`config.mk`:
```
export PLATFORM = sky130hd
export DESIGN_NAME = hex_scan_driver
export DESIGN_NICKNAME = d
export VERILOG_FILES = /design/src/rtl/hex_scan_driver.sv
export SDC_FILE = /design/constraint.sdc
export NUM_CORES = 1
export LEC_CHECK = 0
export ABC_AREA = 0
export CORE_ASPECT_RATIO = 1.75
export CORE_UTILIZATION = 55
export CTS_CLUSTER_SIZE = 10
export DETAILED_ROUTE_END_ITERATION = 8
export PLACE_DENSITY_LB_ADDON = 0.12
export SYNTH_ARGS = -nofsm -noshare
export SYNTH_HDL_FRONTEND = slang
export SYNTH_SLANG_ARGS = --single-unit
```
`constraint.sdc`:
```
create_clock -name i_clk -period 3.3 [get_ports i_clk]
set_clock_uncertainty 0.2 [all_clocks]
set_input_delay 0.33 -clock i_clk [delete_from_list [all_inputs] [get_ports i_clk]]
set_output_delay 0.33 -clock i_clk [all_outputs]
set_load 0.01 [all_outputs]
```
`src/rtl/hex_scan_driver.sv`:
```
// Time-multiplexed common-anode 7-segment scanner with per-slot blanking gap.
// Optional leading-zero blanking when HEX_SCAN_LZB_EN is defined.
module hex_scan_driver #(
  parameter int DIGITS       = 4,
  parameter int PRESCALE     = 50000,
  parameter int BLANK_CYCLES = 16
) (
  input  logic                  i_clk,
  input  logic                  i_rst,
  input  logic [4*DIGITS-1:0]   i_value,
  input  logic                  i_load,
  output logic [3:0]            o_hex,
  output logic [DIGITS-1:0]     o_digit_en,
  output logic                  o_frame
);

  localparam int VW = 4 * DIGITS;
  localparam int CW = (PRESCALE > 1) ? $clog2(PRESCALE) : 1;
  localparam int IW = (DIGITS > 1) ? $clog2(DIGITS) : 1;

  localparam logic [CW-1:0] CNT_MAX  = CW'(PRESCALE - 1);
  localparam logic [CW-1:0] CNT_LAST = CW'(BLANK_CYCLES - 1);
  localparam logic [IW-1:0] IDX_MAX  = IW'(DIGITS - 1);

  typedef enum logic {S_BLANK, S_ON} state_t;

  state_t          state_q, state_d;
  logic [CW-1:0]   cnt_q, cnt_d;
  logic [IW-1:0]   idx_q, idx_d;
  logic [VW-1:0]   shadow_q, shadow_d;
  logic [VW-1:0]   disp_q, disp_d;
  logic [3:0]      hex_d;
  logic [DIGITS-1:0] en_d;
  logic            frame_d;
  logic            wrap;
  logic            boundary;
  logic            lit;
`ifdef HEX_SCAN_LZB_EN
  logic [IW-1:0]   msd_q, msd_d;
`endif

  always_comb begin
    wrap     = (cnt_q == CNT_MAX);
    boundary = wrap && (idx_q == IDX_MAX);
    cnt_d    = wrap ? '0 : cnt_q + 1'b1;
    idx_d    = idx_q;
    if (wrap)
      idx_d = (idx_q == IDX_MAX) ? '0 : idx_q + 1'b1;

    shadow_d = i_load ? i_value : shadow_q;
    disp_d   = disp_q;
    // a load on the boundary cycle bypasses the shadow so it is not lost
    if (boundary)
      disp_d = i_load ? i_value : shadow_q;

    state_d = state_q;
    unique case (state_q)
      S_BLANK: if (cnt_q == CNT_LAST) state_d = S_ON;
      S_ON:    if (wrap) state_d = S_BLANK;
    endcase

`ifdef HEX_SCAN_LZB_EN
    msd_d = msd_q;
    if (boundary) begin
      msd_d = '0;
      for (int k = 0; k < DIGITS; k++)
        if (disp_d[4*k +: 4] != 4'h0) msd_d = IW'(k);
    end
    lit = (idx_d <= msd_d);
`else
    lit = 1'b1;
`endif

    hex_d   = disp_d[{idx_d, 2'b00} +: 4];
    en_d    = (state_d == S_ON && lit) ? ~(DIGITS'(1) << idx_d) : '1;
    frame_d = (cnt_d == CNT_MAX) && (idx_d == IDX_MAX);
  end

  always_ff @(posedge i_clk) begin
    if (i_rst) begin
      state_q    <= S_BLANK;
      cnt_q      <= '0;
      idx_q      <= '0;
      shadow_q   <= '0;
      disp_q     <= '0;
      o_hex      <= 4'h0;
      o_digit_en <= '1;
      o_frame    <= 1'b0;
`ifdef HEX_SCAN_LZB_EN
      msd_q      <= '0;
`endif
    end else begin
      state_q    <= state_d;
      cnt_q      <= cnt_d;
      idx_q      <= idx_d;
      shadow_q   <= shadow_d;
      disp_q     <= disp_d;
      o_hex      <= hex_d;
      o_digit_en <= en_d;
      o_frame    <= frame_d;
`ifdef HEX_SCAN_LZB_EN
      msd_q      <= msd_d;
`endif
    end
  end

endmodule

```
Word level (Yosys, flattened, before mapping)
Index checks and enable logic that the tools add are counted.
- bits in registers: 60
- word-level logic and storage cells: 31
- input port bits: 19
- output and inout port bits: 9
- shift-type cells: 2
- equal/unequal tests: 5
- reductions and logical operators: 3
- bitwise logic cells: 3
- $add $sub $neg: 2
- muxes and demuxes: 8
- operators by type and width (kind ; number):
    16-bit 2-to-1 mux ; 3
    16-bit == test, second input constant ; 2
    16-bit by 1-bit adder with 16-bit output, second input constant ; 1
    16-bit by 4-bit == test with 1-bit output, second input constant ; 1
    16-bit by 5-bit indexed part select with 4-bit output ; 1
    2-bit == test, second input constant ; 2
    2-bit 2-to-1 mux ; 2
    4-bit NOT ; 1
    1-bit by 2-bit << shifter with 4-bit output, first input constant ; 1
    2-bit by 1-bit adder with 2-bit output, second input constant ; 1
    1-bit logical AND ; 2
    1-bit 2-to-1 mux ; 2
    1-bit NOT ; 2
    1-bit one-hot mux with 2 select lines ; 1
    2-bit OR reduction ; 1

Longest topological paths before layout
Gate-level depths: netlist (run 1).
- word-level depth: 5
- mapped depth: 9
- depth with buffers taken out: 7

Least setup slack after synthesis (run 1)
Ideal clock, no wire load.
- kind: register -> register
- from: register cnt_q[0]
- to: register o_hex[0]
- path slack: 587 ps
- cell stages (with the launch flop): 9
- data arrival time: 2380 ps
- library setup time: 134 ps
- data required time: 2966 ps
- buffers on the path: 1
- period minus slack after synthesis: 2713 ps
- cell sequence: dfxtp_1 > ha_1 > or4bb_1 > nor4_4 > mux2i_1 > clkbuf_1 > mux2_2 > nand2_1 > o211ai_1
- cells in the longest elaborated chain, start to end: 4
- elaborated cells between the ends (all ways): 5
- classes of those cells: eq/ne: 1; shift: 1; mux: 2; reduce/logical: 1
- RTL lines (what ; RTL line ; text):
    start, declared ; 28 ; logic [CW-1:0] cnt_q, cnt_d;
    start signal, assigned ; 94 ; cnt_q <= cnt_d;
    16-bit == test (*) ; 43 ; wrap = (cnt_q == CNT_MAX);
    1-bit logical AND ; 44 ; boundary = wrap && (idx_q == IDX_MAX);
    16-bit 2-to-1 mux ; 53 ; if (boundary)
    16-bit by 5-bit indexed part select with 4-bit output (*) ; 74 ; hex_d = disp_d[{idx_d, 2'b00} +: 4];
    end signal, assigned ; 86 ; o_hex <= 4'h0;
    end signal, assigned ; 98 ; o_hex <= hex_d;
    end, declared ; 12 ; output logic [3:0] o_hex,
Every way passes the cells marked *; elsewhere a longest branch is shown, timed or not.
A chain may end at the register's enable or synchronous reset.

Final worst setup path (run 1)
- from: register cnt_q[0]
- to: register o_frame
- cells in the longest elaborated chain, start to end: 4
- elaborated cells between the ends (all ways): 7
- classes of those cells: add/sub: 1; eq/ne: 3; mux: 2; reduce/logical: 1
- RTL lines (what ; RTL line ; text):
    16-bit by 1-bit adder with 16-bit output or 16-bit == test (tied branches) ; 45, 43 ;
    16-bit 2-to-1 mux or 2-bit 2-to-1 mux (tied branches) ; 45, 47 ;
    16-bit == test or 2-bit == test (tied branches) ; 76 ; frame_d = (cnt_d == CNT_MAX) && (idx_d == IDX_MAX);
    1-bit logical AND (*) ; 76 ;
    end signal, assigned ; 100 ; o_frame <= frame_d;
    end, declared ; 14 ; output logic o_frame
Marks and branches as above.

==> flow_summary.json, run 1 <==
{
  "status": "finished clean",
  "syn_area_per_cell_um2": 8.86,
  "grt.overflow.total": 0,
  "cts_hold_buf": 0,
  "fp.dieW_um": 55.1,
  "post_cts_buffers": 0,
  "worstSkewPairLatency_ns": 0.34,
  "drv_slew": 0,
  "synthAdderAreaFrac_pct": 0.923,
  "synthTopCellsByCount": "nor2_1, dfxtp_1, nand2_1",
  "rows": 33,
  "required_ns": 3.36,
  "yosys_warnings": 0,
  "synth_cell_type_count": 45,
  "ff2ff_path_depth": 8,
  "io_buffer_count": 27,
  "die_area_um2": 5230,
  "synth_compound_area_share_pct": 7.29,
  "grt_pass1_vias": 2085,
  "synth_top_family_by_area": "simple AND/OR/NAND/NOR gates",
  "period_share_pct": 82.5,
  "fmax_mhz": 367,
  "synthDominantCellAreaShare_pct": 44.3,
  "gp_congestion": 0.803,
  "rsz0062_at_grt": "false",
  "ys_seq_elements": 60,
  "ant_nets": 0,
  "leakagePower_uw": 0.00120,
  "grt_max_degree": 26,
  "endpoint_kind": "register",
  "critical_path.top_delay_family": "simple AND/OR/NAND/NOR gates",
  "hold-worst-slack_ns": 0.261,
  "synth.most_common_cell": "nor2_1",
  "initial_core_util_pct": 57.6,
  "muxShareOfSynthArea_pct": 13.6,
  "setup_viol": 0,
  "cap_violations": 0,
  "htreeDepth": 3,
  "synth_edf_count": 0,
  "p_per_area_nw_per_um2": 445,
  "cp_num_cells": 8,
  "synth-async-reset-ratio_pct": 0,
  "fp.dieH_um": 94.9,
  "antenna_found_initial": 0,
  "first_pass_iters": 4,
  "synthXorXnorAreaFrac_pct": 5.17,
  "grt_use_total_pct": 25.5,
  "max_slew_margin_pct": 73.6,
  "hpwl_um": 4190,
  "cp-start-kind": "register",
  "drc_errors": 0,
  "min_period_ns": 2.72,
  "wire_per_inst_um": 15.0,
  "routed_wl_um": 5790,
  "drt_iter0_drc": 31,
  "crit_chain": "ha_1 -> or4bb_1 -> nor4_4 -> buf_4 -> nand3_2 -> nor2b_1 -> a2111o_1 -> nor4_2",
  "worstPathBufferInverterCount": 1,
  "timing.setup.tns_ns": 0,
  "ir_drop_v": 0.000450,
  "clk_pin_slew_ns": 0.07,
  "worst_pin_slew_ns": 0.396,
  "core_region_area_um2": 4710,
  "num_vias": 2203,
  "syn-num-nets": 327,
  "clock_path_buffers": 2,
  "viasPerCell": 5.69,
  "min_path_cells": 2,
  "cts_tree": "yes",
  "clockRootBuffer": "clkbuf_8",
  "synth_cells": 306,
  "worstPathArrival_ns": 2.79,
  "grt_pass1_wl_um": 9220,
  "hold_viol_final": 0,
  "drive_gt1_share_pct": 12.5,
  "path_max_fanout": 11,
  "ys_seq_area_share_pct": 44.3,
  "yosys_most_used_dff": "dfxtp_1",
  "nNetsFinal": 351,
  "synth_top_cells_by_area": "dfxtp_1, nor2_1, mux2i_1, xnor2_1, a21oi_1",
  "numCtsBuffers": 9,
  "crit_path_max_incr_delay_ns": 0.47,
  "critPathKind": "register to register",
  "n_antenna_cell": 0,
  "yosysTopAreaCell": "dfxtp_1",
  "hold_path_class": "register to register",
  "cp_slowest_cell": "or4bb_1",
  "post_cts_resized": 0,
  "cts_sinks": 60,
  "syn_to_final_growth_pct": 17.6,
  "reg2reg_slack_ns": 0.58,
  "synthSimpleGateAreaFrac_pct": 24.8,
  "syn-cell-area_um2": 2710,
  "ios": 28
}
[final timing paths]
check	from	endpoint
worst min register to register	disp_q[11]	disp_q[11]
worst min-delay path	disp_q[11]	disp_q[11]
worst max register to register	cnt_q[0]	o_frame
worst max-delay path	cnt_q[0]	o_frame
[cells in the final DEF, fill, tap and decap left out, types with 3 or more instances in the layout]
| cell type | instances |
|---|---|
| a21oi_1 | 19 |
| and4_1 | 3 |
| buf_4 | 7 |
| clkbuf_8 | 11 |
| clkdlybuf4s50_1 | 27 |
| clkinv_2 | 3 |
| dfxtp_1 | 60 |
| inv_1 | 4 |
| mux2_2 | 7 |
| mux2i_1 | 20 |
| mux4_2 | 4 |
| nand2_1 | 22 |
| nand3_1 | 9 |
| nand4_1 | 5 |
| nor2_1 | 73 |
| nor2b_1 | 3 |
| nor3_1 | 3 |
| o211ai_1 | 3 |
| or2_2 | 4 |
| xnor2_1 | 11 |
| xor2_1 | 5 |
[flip-flops by register name (all words and copies together) (netlist names)]
register,flops
o_digit_en,4
shadow_q,16
disp_q,16
cnt_q,16
state_q,1
idx_q,2
o_frame,1
o_hex,4
[worst register-to-register path, cell delays in order (launching register included)]
cell and delay [ns]:
dfxtp_1 0.37, ha_1 0.25, or4bb_1 0.47, nor4_4 0.26
buf_4 0.23, nand3_2 0.09, nor2b_1 0.15, a2111o_1 0.39
nor4_2 0.23
[through the flow]
step	cells	power (µW)	setup WS (ns)	util, %	cell area [µm²]
after detailed placement	371	848	0.571	63.9	3010
after floorplan	306	811	0.587	-	2710
after CTS	387	1430	0.553	67.7	3190
after global placement	371	845	0.655	63.9	3010
final	387	1420	0.577	67.7	3190
after global routing	387	1470	0.382	67.7	3190
[power by group]
| part | leakage [µW] | internal (µW) | switching [µW] |
|---|---|---|---|
| Sequential | 0.000487 | 739 | 7.23 |
| Clock | 0.0000961 | 310 | 277 |
| Combinational | 0.000617 | 44.7 | 39.9 |
[final cells by class]
| cell class | count | area [µm²] |
|---|---|---|
| Multi-Input combinational cell | 221 | 1410 |
| Timing Repair Buffer | 34 | 323 |
| Tap cell | 52 | 65.1 |
| Clock buffer | 12 | 155 |
| Clock inverter | 4 | 23.8 |
| Inverter | 4 | 15.0 |
| Fill cell | 397 | 1520 |
| Sequential cell | 60 | 1200 |
[per-layer routing]
layer / share of wire [%] / track usage [%] / vias to the layer above
met5: 0 / 0 / -
met4: 4.0 / 16.5 / 0
met3: 3.4 / 7.41 / 19
met2: 56 / 45.6 / 50
met1: 36 / 23.3 / 1042
li1: - / - / 1092
[kinds of logic after synthesis]
family | after synthesis
buf+inv | 25
simple gates | 139
fa+ha+maj | 2
mux | 31
compound gates | 33
xor+xnor | 16
flops | 60
Note: power is estimated with default switching activity, not from simulation.
==> run 2: changes to the inputs <==
--- a/config.mk
+++ b/config.mk
@@ -7,7 +7,7 @@
 export LEC_CHECK = 0
 export ABC_AREA = 0
 export CORE_ASPECT_RATIO = 1.75
-export CORE_UTILIZATION = 55
+export CORE_UTILIZATION = 50
 export CTS_CLUSTER_SIZE = 10
 export DETAILED_ROUTE_END_ITERATION = 8
 export PLACE_DENSITY_LB_ADDON = 0.12
==> constraint.sdc (replaced) <==
create_clock -name i_clk -period 2.3 [get_ports i_clk]
set_clock_uncertainty 0.2 [all_clocks]
set_input_delay 0.23 -clock i_clk [delete_from_list [all_inputs] [get_ports i_clk]]
set_output_delay 0.23 -clock i_clk [all_outputs]
set_load 0.01 [all_outputs]
==> run 2 against run 1 <==
Net effect:
- the run now ends with negative setup slack left
- critical path depth fell by 1
- final cell count increased by 9.8%
- sequential cell count is the same
- utilization is 5.3 points higher
- clock power rose by 80%
- routed wire length is 17% higher
- critical path type unchanged
- highest routed layer unchanged
==> flow_summary.json, run 2 (same netlist as run 1, synthesis figures left out) <==
{
  "ant_nets": 0,
  "fmax_mhz": 400,
  "p_per_area_nw_per_um2": 594,
  "cts_hold_buf": 0,
  "multi_input_area_um2": 1640,
  "reg2reg_slack_ns": -0.20,
  "ir_drop_v": 0.000472,
  "r2r_start": "cnt_q[0]",
  "final_cells": 425,
  "place_ws_ns": -0.261,
  "mostFrequentLayoutCells": "nor2_1, dfxtp_1, buf_4",
  "grt.overflow.total": 0,
  "violations": "negative setup slack",
  "htreeDepth": 3,
  "setup_viol": 9,
  "reg_top3": "cnt_q (16), disp_q (16), shadow_q (16)",
  "grt_pass1_wl_um": 10500,
  "fillCellCount": 395,
  "p_sw_share_pct": 23.1,
  "leakagePower_uw": 0.00148,
  "antenna_found_initial": 0,
  "final_util_pct": 73.0,
  "hp-start": "disp_q[3]",
  "max_slew_margin_pct": 73.3,
  "fp.dieH_um": 99.4,
  "first_pass_iters": 4,
  "drt_iter0_drc": 75,
  "numCtsBuffers": 9,
  "path_max_fanout": 5,
  "min_period_ns": 2.50,
  "crit_chain": "ha_4 -> or4bb_4 -> nor4_4 -> mux2i_1 -> buf_4 -> mux2_2 -> a211oi_2",
  "hpwl_um": 4660,
  "worstPathArrival_ns": 2.57,
  "syn_to_final_growth_pct": 41.5,
  "period_share_pct": 109,
  "ios": 28,
  "nNetsFinal": 386,
  "finalPower_uw": 2280,
  "clock_path_buffers": 2,
  "critPathKind": "register to register",
  "grt_use_total_pct": 24.5,
  "clk_pin_slew_ns": 0.07,
  "cts_sinks": 60,
  "fp.dieW_um": 57.7,
  "drive_gt1_share_pct": 31.1,
  "status": "finished with violations",
  "clockRootBuffer": "clkbuf_8",
  "viasPerCell": 5.57,
  "clkPwrFrac_pct": 46.5,
  "wire_per_inst_um": 15.9,
  "seqCellArea_um2": 1200,
  "io_buffer_count": 27,
  "ff2ff_path_depth": 7,
  "worstSkewPairLatency_ns": 0.34,
  "hold_path_class": "register to register",
  "grt_max_degree": 25,
  "pwr-share-comb_pct": 6.6,
  "rows": 35,
  "dpl.cell_count": 401,
  "initial_core_util_pct": 51.6,
  "crit_start": "cnt_q[0]",
  "drc_errors": 0,
  "final_common_cell": "nor2_1",
  "crit_path_max_incr_delay_ns": 0.46,
  "num_vias": 2366,
  "drv_slew": 0,
  "p_sw_uw": 527,
  "n_antenna_cell": 0,
  "required_ns": 2.37,
  "seqPwrFrac_pct": 47.0,
  "worst_pin_slew_ns": 0.400,
  "cp-start-kind": "register",
  "cts_tree": "yes",
  "core_region_area_um2": 5260,
  "worstSetupEndpoint": "o_hex[3]",
  "timing.setup.tns_ns": -0.857,
  "p_int_uw": 1750,
  "r2r-end": "o_hex[3]",
  "cap_violations": 0,
  "gp_congestion": 0.890,
  "endpoint_kind": "register",
  "hold_viol_final": 0,
  "cp_slowest_cell": "or4bb_4",
  "die_area_um2": 5730,
  "setup_ws_ns": -0.202,
  "grt_pass1_vias": 2375,
  "routed_wl_um": 6770,
  "rsz0062_at_grt": "true"
}
[run 2: what timing repair did]
action | 4_1_cts | 5_1_grt
endpoints found under the setup margin | 24 | 24
setup buffers | 3 | 0
pin swaps | 4 | 21
gates cloned | 2 | 3
resized for setup | 11 | 43
[run 2: worst min-delay path by stage]
stage	end	slack [ns]	cells past startpoint
4_1_cts	disp_q[3]	0.27	2
5_1_grt	disp_q[11]	0.30	2
3_3_place_gp	disp_q[3]	0.26	2
6_report	disp_q[3]	0.28	2
2_1_floorplan	shadow_q[11]	0.19	2
3_5_place_dp	disp_q[3]	0.26	2
[run 2: layout make-up]
cell class	count	share of cell area [%]
multi-input combinational	222	42.8
sequential	60	31.4
timing repair buffer	68	17.8
clock buffer	9	3.23
clock inverter	7	2.61
tap	55	1.79
inverter	4	0.391
[run 2: per-stage QoR]
step	instance area [µm²]	hold WS, ns
floorplan	2780	0.189
CTS	3610	0.270
finish	3840	0.278
global placement	3300	0.257
global route	3840	0.303
detailed placement	3300	0.261
[run 2: routing by layer]
layer	global-route usage (%)	vias to the layer above	routed length, µm
li1	-	1170	-
met1	21.4	1119	2380
met2	47.9	52	3900
met3	5.59	25	160
met4	14.8	0	326
met5	0	-	0
[run 2: power by group through the flow]
stage                     clock network [µW]  registers [µW]  logic, µW
after global placement                     0            1090        138
after CTS                               1070            1070        141
after floorplan                            0            1090       74.8
after detailed placement                   0            1090        140
final                                   1060            1070        150
after global routing                    1130            1070        163
[run 2: worst max-delay path: cells and delay by family (launching register included)]
kind,cells,cell delay [ns]
and+or+nand+nor,2,0.73
muxes,2,0.63
DFF,1,0.36
buffers and inverters,1,0.21
AOI/OAI and AO/OA,1,0.17
adders and majority gates,1,0.14
==> run 3: changes to the inputs <==
--- a/config.mk
+++ b/config.mk
@@ -11,6 +11,7 @@
 export CTS_CLUSTER_SIZE = 10
 export DETAILED_ROUTE_END_ITERATION = 8
 export PLACE_DENSITY_LB_ADDON = 0.12
+export REMOVE_ABC_BUFFERS = 1
 export SYNTH_ARGS = -nofsm -noshare
 export SYNTH_HDL_FRONTEND = slang
 export SYNTH_SLANG_ARGS = --single-unit
==> run 3 against run 2 <==
Net effect:
- the run still ends with negative setup slack left
- critical path depth rose by 2
- routed wire length grew 8.8%
- first-iteration DRC count rose by 56%
- register-to-register slack worse by 0.03 ns
- cell area is 4.3% higher
- sequential share of layout area fell by 1.3 points
- worst hold slack gained 0.012 ns
- worst setup slack worse by 0.025 ns
- non-clock buffer count grew 9
- sequential cell count unchanged
- sequential power about the same
- power shrank 3.6%
- critical path type unchanged
- largest cell class unchanged
- largest power group unchanged
==> flow_summary.json, run 3 (same netlist as run 1, synthesis figures left out) <==
{
  "first_pass_iters": 4,
  "ff2ff_path_depth": 9,
  "grt_pass1_vias": 2435,
  "status": "finished with violations",
  "path_max_fanout": 4,
  "n_antenna_cell": 0,
  "cp_num_cells": 9,
  "worst_pin_slew_ns": 0.458,
  "grt_pass1_wl_um": 11500,
  "ant_nets": 0,
  "gp_congestion": 0.949,
  "finalPower_uw": 2200,
  "worstPathBufferInverterCount": 2,
  "nNetsFinal": 395,
  "setup_ws_ns": -0.227,
  "numCtsBuffers": 9,
  "worstSkewPairLatency_ns": 0.35,
  "grt.overflow.total": 0,
  "min_period_ns": 2.53,
  "critPathKind": "register to register",
  "multi_input_area_um2": 1720,
  "seqCellArea_um2": 1200,
  "fp.dieH_um": 99.4,
  "drive_gt1_share_pct": 34.3,
  "ios": 28,
  "cp_slowest_cell": "or4bb_4",
  "drv_slew": 0,
  "antenna_found_initial": 0,
  "initial_core_util_pct": 51.6,
  "core_region_area_um2": 5260,
  "endpoint_kind": "register",
  "grt_max_degree": 34,
  "leakagePower_uw": 0.00156,
  "syn_to_final_growth_pct": 47.6,
  "violations": "negative setup slack",
  "placed_area_um2": 3260,
  "viasPerCell": 5.66,
  "critical_path.top_delay_family": "simple AND/OR/NAND/NOR gates",
  "grt_use_total_pct": 27.0,
  "die_area_um2": 5730,
  "hold_path_class": "register to register",
  "hpwl_um": 4540,
  "rsz0062_at_grt": "true",
  "rows": 35,
  "max_slew_margin_pct": 69.5,
  "cp-start-kind": "register",
  "clock_path_buffers": 2,
  "drt_iter0_drc": 117,
  "hold-worst-slack_ns": 0.290,
  "mostFrequentLayoutCells": "nor2_1, dfxtp_1, buf_4",
  "setup_viol": 21,
  "io_buffer_count": 27,
  "min_path_cells": 2,
  "p_per_area_nw_per_um2": 549,
  "final_area_um2": 4000,
  "htreeDepth": 3,
  "fmax_mhz": 396,
  "drc_errors": 0,
  "reg_top3": "cnt_q (16), disp_q (16), shadow_q (16)",
  "worstPathArrival_ns": 2.56,
  "hold_viol_final": 0,
  "dpl.cell_count": 402,
  "routed_wl_um": 7370,
  "crit_path_max_incr_delay_ns": 0.46,
  "cts_hold_buf": 0,
  "crit_chain": "ha_4 -> or4bb_4 -> nor4_4 -> mux2i_1 -> buf_4 -> buf_6 -> mux2_4 -> nand2_2 -> o211ai_1",
  "clk_pin_slew_ns": 0.07,
  "ir_drop_v": 0.000394,
  "wire_per_inst_um": 17.0,
  "num_vias": 2455,
  "cts_tree": "yes",
  "clockRootBuffer": "clkbuf_8",
  "final_cells": 434,
  "cap_violations": 0,
  "period_share_pct": 110,
  "cts_sinks": 60,
  "required_ns": 2.33,
  "fillCellCount": 342,
  "fp.dieW_um": 57.7
}
## run 3: metrics by stage
step                worst slack [ns]  utilization, %  TNS, ns
floorplan                     -0.777               -   -12.50
global placement              -0.188            62.0    -2.67
detailed placement            -0.238            62.0    -3.40
CTS                           -0.235            73.1    -3.70
global route                  -0.324            76.1    -4.53
finish                        -0.227            76.1    -2.81
## run 3: metal layers
metal	vias up	routed length, µm	GRT usage [%]
met5	-	0	0
met4	0	402	14.8
met3	28	184	5.59
met2	55	4090	50.0
met1	1191	2690	27.2
li1	1181	-	-
## run 3: timing repair
| item | in CTS | in global routing |
|---|---|---|
| endpoints found under the setup margin | 22 | 27 |
| gates cloned | 4 | 0 |
| pin swaps | 25 | 17 |
| setup buffers | 10 | 4 |
| resized for setup | 62 | 32 |
## run 3: tightest hold or removal path, delay by kind of cell (launching register included)
| kind | cells | cell delay, ns |
|---|---|---|
| AOI/OAI and AO/OA | 1 | 0.06 |
| DFF | 1 | 0.30 |
| and+or+nand+nor | 1 | 0.09 |
## run 3: power breakdown
part           internal, µW  switching [µW]
clock                   556             415
combinational          79.3            76.9
sequential             1060            10.1
total                  1700             501
## run 3: final cells by class
| type | instances | area share [%] |
|---|---|---|
| inverter | 4 | 0.375 |
| sequential | 60 | 30.1 |
| tap | 55 | 1.72 |
| timing repair buffer | 77 | 19.7 |
| multi-input combinational | 222 | 43.1 |
| clock inverter | 4 | 1.19 |
| clock buffer | 12 | 3.88 |
## run 3: final timing paths
kind | startpoint | end | slack, ns
setup reg to reg | cnt_q[1] | o_hex[1] | -0.23
hold / removal | disp_q[11] | disp_q[11] | 0.29
setup / recovery | cnt_q[1] | o_hex[1] | -0.23
hold reg to reg | disp_q[11] | disp_q[11] | 0.29
==> RTL change, RTL diff (config.mk and constraints of run 2) <==
Reset style: asynchronous (`i_rst`), changed in one clocked block.
--- a/src/rtl/hex_scan_driver.sv
+++ b/src/rtl/hex_scan_driver.sv
@@ -76,7 +76,7 @@
     frame_d = (cnt_d == CNT_MAX) && (idx_d == IDX_MAX);
   end
 
-  always_ff @(posedge i_clk) begin
+  always_ff @(posedge i_clk or posedge i_rst) begin
     if (i_rst) begin
       state_q    <= S_BLANK;
       cnt_q      <= '0;
Function: same outputs for any inputs over 10 cycles, from zero or initial values and one cycle with i_rst high; that may be too few to reach the edited logic, so the function may still have changed.
==> RTL change against run 2 <==
- design area shrank 4.5%
- utilization shrank 7.9 points
- setup slack gained 0.32 ns
- sequential cell count is the same
- wire length shrank 3.2%
- power shrank 3.2%
- via count shrank 14%
- global-route usage shrank 0.78 points
- first-iteration DRC count grew 23%
- critical path depth shrank 1
- sequential share of layout area grew 9.7 points
- synthesized area grew 9.6%
- critical path type unchanged
- critical endpoint is now disp_q[4]
- largest cell class is now flip-flops and latches
- largest power group unchanged
==> RTL change: results (changes against run 2) <==
- Pin slew with the least headroom to its limit: 0.497 ns (+0.0964 ns)
- Status: finished, final reports clean
- Hpwl dp: 4820 um (+3.5%)
- Initial antenna violation count: 0 (unchanged)
- Layout cells sized above 1: 0.273 (-0.0375)
- Asr flop ratio synth: 1.00 (+1.00)
- Critical Path AT: 2.20 ns (-0.37 ns)
- Largest net degree at the start of global routing: 61 (+140%)
- Post-Synth XOR/XNOR Area: 0.0413 (-0.0104)
- Worst min-delay path class: input port to asynchronous set/reset pin
- Top cells by count, synth: dfrtp_1 (56), nor2_1 (20), mux2_2 (14)
- CP max stage delay: 0.39 ns (-0.07 ns)
- DR vias: 2,028 (-14%)
- Final #Nets: 316 (-18%)
- CP Max Fanout: 9 (+4)
- Net Count, Synth: 266 (-19%)
- First-iteration detailed-routing DRC count: 92 (+23%)
- Gp weighted congestion: 0.857 (-3.7%)
- Post-synth cell types: 53 (+18%)
- R2R depth: 6 (-1)
- Drt total wl: 6550 um (-3.2%)
- Peak VDD IR: 0.000613 V (+30%)
- GR Util All Layers: 0.237 (-0.00777)
- Total CTS buffers: 9 (unchanged)
- Largest cells by area after synthesis: dfrtp_1 (47%), mux2_2 (5.3%), mux2_4 (5.1%), mux2i_1 (4.4%), dfstp_2 (3.5%)
- Vias in the first global route: 2,141 (-9.9%)
- Synth Area in Compound Gates: 0.0678 (-0.00512)
- Root Buffer: clkbuf_8
- First-pass GRT wire length: 10,600 um (+1.0%)
- Largest registers: cnt_q (16), disp_q (16), shadow_q (16)
- DR pass1 iterations: 4 (unchanged)
- Worst-Skew Late Latency: 0.34 ns (about the same)
- Register area share after synthesis: 0.507 (+0.0639)
- Adder-cell share of the synthesized area: 0.00842 (-0.000808)
- Synth Warn #: 0 (unchanged)
- Largest delay share family, worst path: simple AND/OR/NAND/NOR gates
- CTS clk-pin slew, worst paths: 0.06 ns
- H-tree depth: 3 (unchanged)
- Critical path's slowest cell: dfrtp_1
- Inserted Diodes: 0 (unchanged)
- IO Port Bufs: 27 (unchanged)
- Layout fillers: 445 (+13%)
- Leak: 0.00175 uW (+18%)
- Mux share of post-synthesis cell area: 0.170 (+0.0340)
- Place WS: 0.0400 ns (+0.301 ns)
- Clock tree buffer depth: 2 (unchanged)
==> RTL change: changes by cell type after synthesis, moves of 5 or more <==
cell,change
inv_1,+7
dfxtp_1,-60
xnor2_1,-5
clkbuf_1,-15
a21oi_1,-16
dfrtp_1,+56
mux2_2,+7
mux2i_1,-7
nand2_1,-10
mux2_4,+10
nor2_1,-53
o21ai_0,+5
==> RTL change: worst register-to-register path, cell delays in order, from the launching register on <==
cell     delay [ns]
dfrtp_1        0.39
ha_1           0.25
and4b_1        0.24
and4_2         0.28
nand2_4        0.19
buf_4          0.21
mux2_4         0.31
==> RTL change: final cells by class <==
class,count,area share
Tap cell,76,0.0259
Timing Repair Buffer,49,0.126
Inverter,11,0.0113
Sequential cell,60,0.411
Multi-Input combinational cell,164,0.371
Clock buffer,16,0.0546
==> RTL change: final timing paths <==
path                              startpoint       endpoint  slack (ns)
worst max-delay path                cnt_q[0]      disp_q[4]        0.12
worst max register to register      cnt_q[0]      disp_q[4]        0.12
min in group i_clk              shadow_q[11]   shadow_q[11]        0.29
max in group asynchronous              i_rst  o_digit_en[1]        1.52
worst min register to register  shadow_q[11]   shadow_q[11]        0.29
worst min-delay path                   i_rst       cnt_q[4]        0.07
==> RTL change: timing repair <==
item | in CTS | in global routing
setup buffers | 0 | 0
setup endpoints to repair | 0 | 2
resized for setup | 0 | 4
==> RTL change: logic make-up (layout without fill, tap and decap cells) <==
logic type | count (synthesis) | in the layout
buf+inv | 21 | 76
flops | 60 | 60
simple gates | 80 | 80
compound gates | 28 | 28
mux | 40 | 40
xor+xnor | 14 | 14
fa+ha+maj | 2 | 2
==> RTL change: metrics by stage <==
stage,std cells,hold slack (ns),area (sq um)
after detailed placement,360,0.277,3460
after floorplan,245,0.171,2970
after global placement,360,0.269,3460
after CTS,376,0.0726,3660
after global routing,376,0.111,3660
final,376,0.0673,3660
==> RTL change: power by group <==
part / internal, uW / total, uW / leakage, uW / switching [uW]
Combinational: 92.5 / 157 / 0.000901 / 64.8
Sequential: 1100 / 1120 / 0.000747 / 19.1
Clock: 540 / 929 / 0.000103 / 389
Total: 1730 / 2210 / 0.00175 / 473
==> RTL change: per-layer routing <==
layer	share of wire	GRT usage
met1	0.38	0.257
met2	0.57	0.412
met3	0.022	0.0647
met4	0.023	0.0980
met5	0	0
